==> config.mk <==
export PLATFORM = sky130hd
export DESIGN_NAME = prog_loader_ram_32b_flat
export DESIGN_NICKNAME = d
export VERILOG_FILES = /design/src/rtl/prog_loader_ram_32b_pkg.sv /design/src/rtl/prog_loader_ram_32b_if.sv /design/src/rtl/prog_ram_32x8.sv /design/src/rtl/prog_loader_ram_32b.sv /design/src/flat_wrapper.sv
export SDC_FILE = /design/constraint.sdc
export NUM_CORES = 1
export LEC_CHECK = 0
export ABC_AREA = 1
export BUFFER_PORTS_ARGS = -buffer_cell sky130_fd_sc_hd__buf_2
export CORE_AREA = 5 5 174 176
export CTS_CLUSTER_DIAMETER = 80
export DETAILED_ROUTE_END_ITERATION = 8
export DIE_AREA = 0 0 179 181
export SYNTH_ARGS = -nofsm -noshare
export SYNTH_HDL_FRONTEND = slang
export SYNTH_SLANG_ARGS = --single-unit
==> constraint.sdc <==
create_clock -name clk -period 2.7 [get_ports clk]
set_clock_uncertainty 0.1 [all_clocks]
set_input_delay 0.54 -clock clk [delete_from_list [all_inputs] [get_ports clk]]
set_output_delay 0.54 -clock clk [all_outputs]
set_load 0.03 [all_outputs]
==> src/rtl/prog_loader_ram_32b_pkg.sv <==
// Shared constants for the program loader and its RAM: frame magic, memory geometry,
// the reset opcode and the loader state encoding.
// Optional feature: define LOADER_CHECKSUM_EN to require a trailing checksum byte per frame.
package prog_loader_ram_32b_pkg;

  localparam int unsigned Depth     = 32;
  localparam int unsigned AddrWidth = 5;

  localparam logic [7:0] Magic = 8'hA5;

  // CPU opcode: memory resets to NOPs so a held-off CPU released early runs harmlessly
  localparam logic [7:0] OpNop = 8'h00;

  typedef enum logic [2:0] {
    StIdle,
    StLen,
    StData,
`ifdef LOADER_CHECKSUM_EN
    StErr,
    StCsum
`else
    StErr
`endif
  } ld_state_e;

  // A length byte is usable when it names between 1 and Depth payload bytes
  function automatic logic len_ok(input logic [7:0] n);
    return (n != 8'd0) && (n <= 8'(Depth));
  endfunction

endpackage

==> src/rtl/prog_loader_ram_32b_if.sv <==
// Loader byte stream plus CPU read port of the program RAM.
// master: host/CPU side; slave: the loader RAM.
interface prog_loader_ram_32b_if import prog_loader_ram_32b_pkg::*; ();

  logic                 ld_valid;
  logic [7:0]           ld_data;
  logic                 ld_ready;
  logic [AddrWidth-1:0] address;
  logic [7:0]           data_out;
  logic                 cpu_hold;
  logic                 load_done;
  logic                 load_err;

  modport master (
    output ld_valid, ld_data, address,
    input  ld_ready, data_out, cpu_hold, load_done, load_err
  );

  modport slave (
    input  ld_valid, ld_data, address,
    output ld_ready, data_out, cpu_hold, load_done, load_err
  );

endinterface

==> src/rtl/prog_ram_32x8.sv <==
// 32x8 program RAM: synchronous write, combinational read, synchronous clear to NOP.
// A read of the address being written returns the old byte until the next cycle.
module prog_ram_32x8 import prog_loader_ram_32b_pkg::*; (
  input  logic                 clk,
  input  logic                 rst,
  input  logic                 we,
  input  logic [AddrWidth-1:0] waddr,
  input  logic [7:0]           wdata,
  input  logic [AddrWidth-1:0] raddr,
  output logic [7:0]           rdata
);

  logic [7:0] mem_q [Depth];

  // Storage: reset clears every byte, otherwise one write per cycle
  always_ff @(posedge clk) begin
    if (rst) begin
      for (int unsigned i = 0; i < Depth; i++) begin
        mem_q[AddrWidth'(i)] <= OpNop;
      end
    end else if (we) begin
      mem_q[waddr] <= wdata;
    end
  end

  assign rdata = mem_q[raddr];

endmodule

==> src/rtl/prog_loader_ram_32b.sv <==
// Writable program memory with a framed byte-stream loader (magic, length, payload
// and, with LOADER_CHECKSUM_EN defined, a trailing mod-256 checksum of length+payload).
// The CPU is held off while a frame is in flight or after a failed frame.
module prog_loader_ram_32b import prog_loader_ram_32b_pkg::*; (
  input  logic                  clk,
  input  logic                  rst,
  prog_loader_ram_32b_if.slave  bus
);

  ld_state_e            state_q, state_d;
  logic [5:0]           len_q, len_d;
  logic [AddrWidth-1:0] ptr_q, ptr_d;
  logic                 hold_q, hold_d;
  logic                 done_q, done_d;
  logic                 err_q, err_d;
`ifdef LOADER_CHECKSUM_EN
  logic [7:0]           sum_q, sum_d;
`endif

  logic       ld_ready;
  logic       accept;
  logic       last_byte;
  logic       we;
  logic [7:0] rdata;

  // The loader never back-pressures the host
  assign ld_ready  = 1'b1;
  assign accept    = bus.ld_valid & ld_ready;
  assign last_byte = (ptr_q == AddrWidth'(len_q - 6'd1));

  // Next-state, pointer, sum and flag updates for one accepted byte
  always_comb begin
    state_d = state_q;
    len_d   = len_q;
    ptr_d   = ptr_q;
    hold_d  = hold_q;
    err_d   = err_q;
    done_d  = 1'b0;
    we      = 1'b0;
`ifdef LOADER_CHECKSUM_EN
    sum_d   = sum_q;
`endif
    if (accept) begin
      unique case (state_q)
        StIdle, StErr: begin
          // Non-magic bytes are dropped; a magic byte keeps load_err as it was
          if (bus.ld_data == Magic) begin
            state_d = StLen;
            hold_d  = 1'b1;
          end
        end
        StLen: begin
          if (len_ok(bus.ld_data)) begin
            len_d   = bus.ld_data[5:0];
            ptr_d   = '0;
`ifdef LOADER_CHECKSUM_EN
            sum_d   = bus.ld_data;
`endif
            state_d = StData;
          end else begin
            state_d = StErr;
            err_d   = 1'b1;
          end
        end
        StData: begin
          we    = 1'b1;
          ptr_d = ptr_q + 1'b1;
`ifdef LOADER_CHECKSUM_EN
          sum_d = sum_q + bus.ld_data;
          if (last_byte) begin
            state_d = StCsum;
          end
`else
          if (last_byte) begin
            state_d = StIdle;
            done_d  = 1'b1;
            hold_d  = 1'b0;
            err_d   = 1'b0;
          end
`endif
        end
`ifdef LOADER_CHECKSUM_EN
        StCsum: begin
          if (bus.ld_data == sum_q) begin
            state_d = StIdle;
            done_d  = 1'b1;
            hold_d  = 1'b0;
            err_d   = 1'b0;
          end else begin
            state_d = StErr;
            err_d   = 1'b1;
          end
        end
`endif
        default: state_d = StIdle;
      endcase
    end
  end

  // Loader state register; reset also aborts any frame in flight
  always_ff @(posedge clk) begin
    if (rst) begin
      state_q <= StIdle;
      len_q   <= '0;
      ptr_q   <= '0;
      hold_q  <= 1'b0;
      done_q  <= 1'b0;
      err_q   <= 1'b0;
`ifdef LOADER_CHECKSUM_EN
      sum_q   <= '0;
`endif
    end else begin
      state_q <= state_d;
      len_q   <= len_d;
      ptr_q   <= ptr_d;
      hold_q  <= hold_d;
      done_q  <= done_d;
      err_q   <= err_d;
`ifdef LOADER_CHECKSUM_EN
      sum_q   <= sum_d;
`endif
    end
  end

  prog_ram_32x8 u_ram (
    .clk   (clk),
    .rst   (rst),
    .we    (we),
    .waddr (ptr_q),
    .wdata (bus.ld_data),
    .raddr (bus.address),
    .rdata (rdata)
  );

  assign bus.ld_ready  = ld_ready;
  assign bus.data_out  = rdata;
  assign bus.cpu_hold  = hold_q;
  assign bus.load_done = done_q;
  assign bus.load_err  = err_q;

endmodule

==> src/flat_wrapper.sv <==
// flat-port wrapper written by rule: the top's interface ports become plain ports
module prog_loader_ram_32b_flat import prog_loader_ram_32b_pkg::*;
  (clk, rst, bus_ld_valid, bus_ld_data, bus_address, bus_ld_ready, bus_data_out, bus_cpu_hold, bus_load_done, bus_load_err);
  prog_loader_ram_32b_if bus_i ();
  input  logic clk;
  input  logic rst;
  input wire logic [$bits(bus_i.ld_valid)-1:0] bus_ld_valid;
  input wire logic [$bits(bus_i.ld_data)-1:0] bus_ld_data;
  input wire logic [$bits(bus_i.address)-1:0] bus_address;
  output wire logic [$bits(bus_i.ld_ready)-1:0] bus_ld_ready;
  output wire logic [$bits(bus_i.data_out)-1:0] bus_data_out;
  output wire logic [$bits(bus_i.cpu_hold)-1:0] bus_cpu_hold;
  output wire logic [$bits(bus_i.load_done)-1:0] bus_load_done;
  output wire logic [$bits(bus_i.load_err)-1:0] bus_load_err;
  assign bus_i.ld_valid = bus_ld_valid;
  assign bus_i.ld_data = bus_ld_data;
  assign bus_i.address = bus_address;
  assign bus_ld_ready = bus_i.ld_ready;
  assign bus_data_out = bus_i.data_out;
  assign bus_cpu_hold = bus_i.cpu_hold;
  assign bus_load_done = bus_i.load_done;
  assign bus_load_err = bus_i.load_err;
  prog_loader_ram_32b u_core (.clk(clk), .rst(rst), .bus(bus_i));
endmodule
==> flow_metrics.tcl <==
set metrics [dict create \
    status "completed" \
    hold_path.startpoint "rst" \
    syn2layout_area_growth_pct 20.3 \
    place_inst 1666 \
    worstReg2RegStart "u_core.ptr_q[2]" \
    yosysSeqAreaShare 0.630 \
    io_pins 28 \
    post_dp_cell_area_um2 13800 \
    required_ns 2.06 \
    dpl.hpwl_mm 22.8 \
    syn_inst 1252 \
    cp_max_fo 23 \
    p_leak_nw 5.87 \
    grt_max_degree 55 \
    r2r_cells 4 \
    core_area_um2 28500 \
    fin_tns_setup_ns 0 \
    critical_path_class "in2out" \
    grt_pass1_wl_mm 55.0 \
    period_share 0.995 \
    r2r_end "u_core.u_ram.mem_q[23][6]" \
    final_cell_area_um2 15300 \
    pwr_density_cell_nw_per_um2 656 \
    grt_setup_unrepaired "yes" \
    synthArstFlopShare 0 \
    holdPathEnd "u_core.ptr_q[4]" \
    cp-start-kind "input pin" \
    viasPerCell 5.54 \
    drive_above_1_share 0.183 \
    synth_area_leader_cell "edfxtp_1" \
    post-place-ws_ns -0.130 \
    clock_latency_ns 0.55 \
    grt_use_total 0.221 \
    clockRootBuffer "clkbuf_16" \
    synthDistinctLibCells 27 \
    grt_pass1_vias 9254 \
    die_h_um 181 \
    cts_buffer_depth 3 \
    cts_tree "built" \
    layout_setup_ws_ns 0.0145 \
    maxCapViolations 0 \
    antenna_found_initial 0 \
    synth_flop_cell "edfxtp_1" \
    worst_pin_slew_ns 0.600 \
    syn_area_um2 12700 \
    yosysMostFrequentCell "nor2_1" \
    syn_nets 1276 \
    antenna_left 0 \
    relSlewSlack 0.599 \
    rows 62 \
    clk_pin_slew_ns 0.06 \
    vias 9603 \
    yosys_warnings 0 \
    synth_edf_count 256 \
    ys_seq_elements 271 \
    drc 0 \
    cts_max_level 1 \
    slew_violations 0 \
    start_util 0.445 \
    final_cells 1732 \
    gp_congestion 0.868 \
    design.die.area_um2 32400 \
    hold_depth 2 \
    fmax_mhz 372 \
    synth_area_leaders "edfxtp_1, nor2_1, o221ai_1, nand2_1, o21bai_1" \
    drt-initial-drc-count 961 \
    cts-buffers-inserted 31 \
    totalWireLength_mm 36.6 \
    die_x_um 179 \
    r2r_slack_ns 0.63 \
    overflow 0 \
    drtPass1Iterations 5 \
    vdd_drop_max_mv 0.518 \
    worst_setup_path_end_kind "output port" \
    finalHoldViolCount 0 \
    hold_ws_ns 0.138 \
    ys_top_cells_by_count "nor2_1, edfxtp_1, nand2_1, o21bai_1, o221ai_1" \
    syn_area_per_cell_um2 10.1 \
    finalNetCount 1348 \
    cts_sinks 271 \
    port_buffers 26 \
    finalSetupViolations 0 \
    wl_per_cell_um 21.1 \
    worstPathArrival_ns 2.05 \
    antenna_cells 0 \
    synth_top_cell_area_share 0.607 \
    finalCriticalPeriod_ns 2.69 \
    hold_class "in2reg" \
]
[placed cells by master, fill, tap and decap left out, drive strengths merged, types with 4 or more instances in the layout]
cell and n:
a21oi 12, buf 120, bufinv 4, clkbuf 40
clkinv 21, dfxtp 15, edfxtp 256, ha 8
inv 38, nand2 164, nand3 45, nand4 6
nor2 411, nor3 5, o21ai 71, o21bai 64
o221ai 64
[per-stage QoR]
stage / utilization / total power, mW
after CTS: 0.524 / 9.99
after detailed placement: 0.484 / 5.81
after global placement: 0.484 / 5.80
final: 0.536 / 10.0
after global routing: 0.536 / 10.3
after floorplan: - / 5.43
[metal layers]
layer | part of all wire | vias up | GRT usage
met2 | 0.46 | 378 | 0.337
met4 | 0.019 | 0 | 0.0467
met3 | 0.078 | 55 | 0.0353
met1 | 0.44 | 4676 | 0.334
met5 | 0 | - | 0
li1 | - | 4494 | -
[power by group]
group / total [mW] / switching (mW) / internal, mW
sequential: 4.85 / 0.0727 / 4.77
combinational: 0.983 / 0.651 / 0.332
clock: 4.17 / 1.69 / 2.49
total: 10.0 / 2.41 / 7.59
[kinds of logic after synthesis]
family | share of synthesized area
xor gates and xnor gates | 0.00138
DFF | 0.630
and+or+nand+nor | 0.202
buffers and inverters | 0.0432
AOI/OAI and AO/OA | 0.115
adders and majority gates | 0.00790
other | 0.000296
[final cells by class]
| type | count | area [um2] |
|---|---|---|
| Clock buffer | 35 | 791 |
| Clock inverter | 22 | 220 |
| Fill cell | 2519 | 13200 |
| Inverter | 41 | 161 |
| Multi-Input combinational cell | 853 | 4300 |
| Sequential cell | 271 | 7990 |
| Tap cell | 384 | 480 |
| Timing Repair Buffer | 126 | 1310 |
[registers in the layout, summed over array words and instances, names as in the netlist]
| register | count |
|---|---|
| u_core.bus.cpu_hold | 1 |
| u_core.bus.load_done | 1 |
| u_core.bus.load_err | 1 |
| u_core.len_q | 5 |
| u_core.ptr_q | 5 |
| u_core.state_q | 2 |
| u_core.u_ram.mem_q | 256 |
[worst max-delay path, stage by stage]
cell and delay (ns):
buf_4 0.16, bufbuf_16 0.30, o21bai_1 0.17, o221ai_2 0.17, nand3_1 0.20, nand2_1 0.12
nand2_1 0.05, nand2_1 0.12, buf_4 0.18
[timing repair]
item | in CTS | in global routing
setup buffers | 0 | 3
hold buffers | 0 | 0
pin swaps | 1 | 12
gates resized for setup | 14 | 47
setup endpoints to repair | 7 | 8
cloned | 2 | 4
[worst max-delay path by stage]
stage,to,depth (start not counted),start,slack [ns]
floorplan,bus_data_out[2],10,bus_address[0],0.38
global placement,bus_data_out[4],10,bus_address[1],-0.12
detailed placement,bus_data_out[4],10,bus_address[1],-0.13
CTS,bus_data_out[4],9,bus_address[1],-0.007
global route,bus_data_out[4],10,bus_address[1],-0.06
finish,bus_data_out[7],9,bus_address[1],0.01
(Power assumes the default switching activity.)
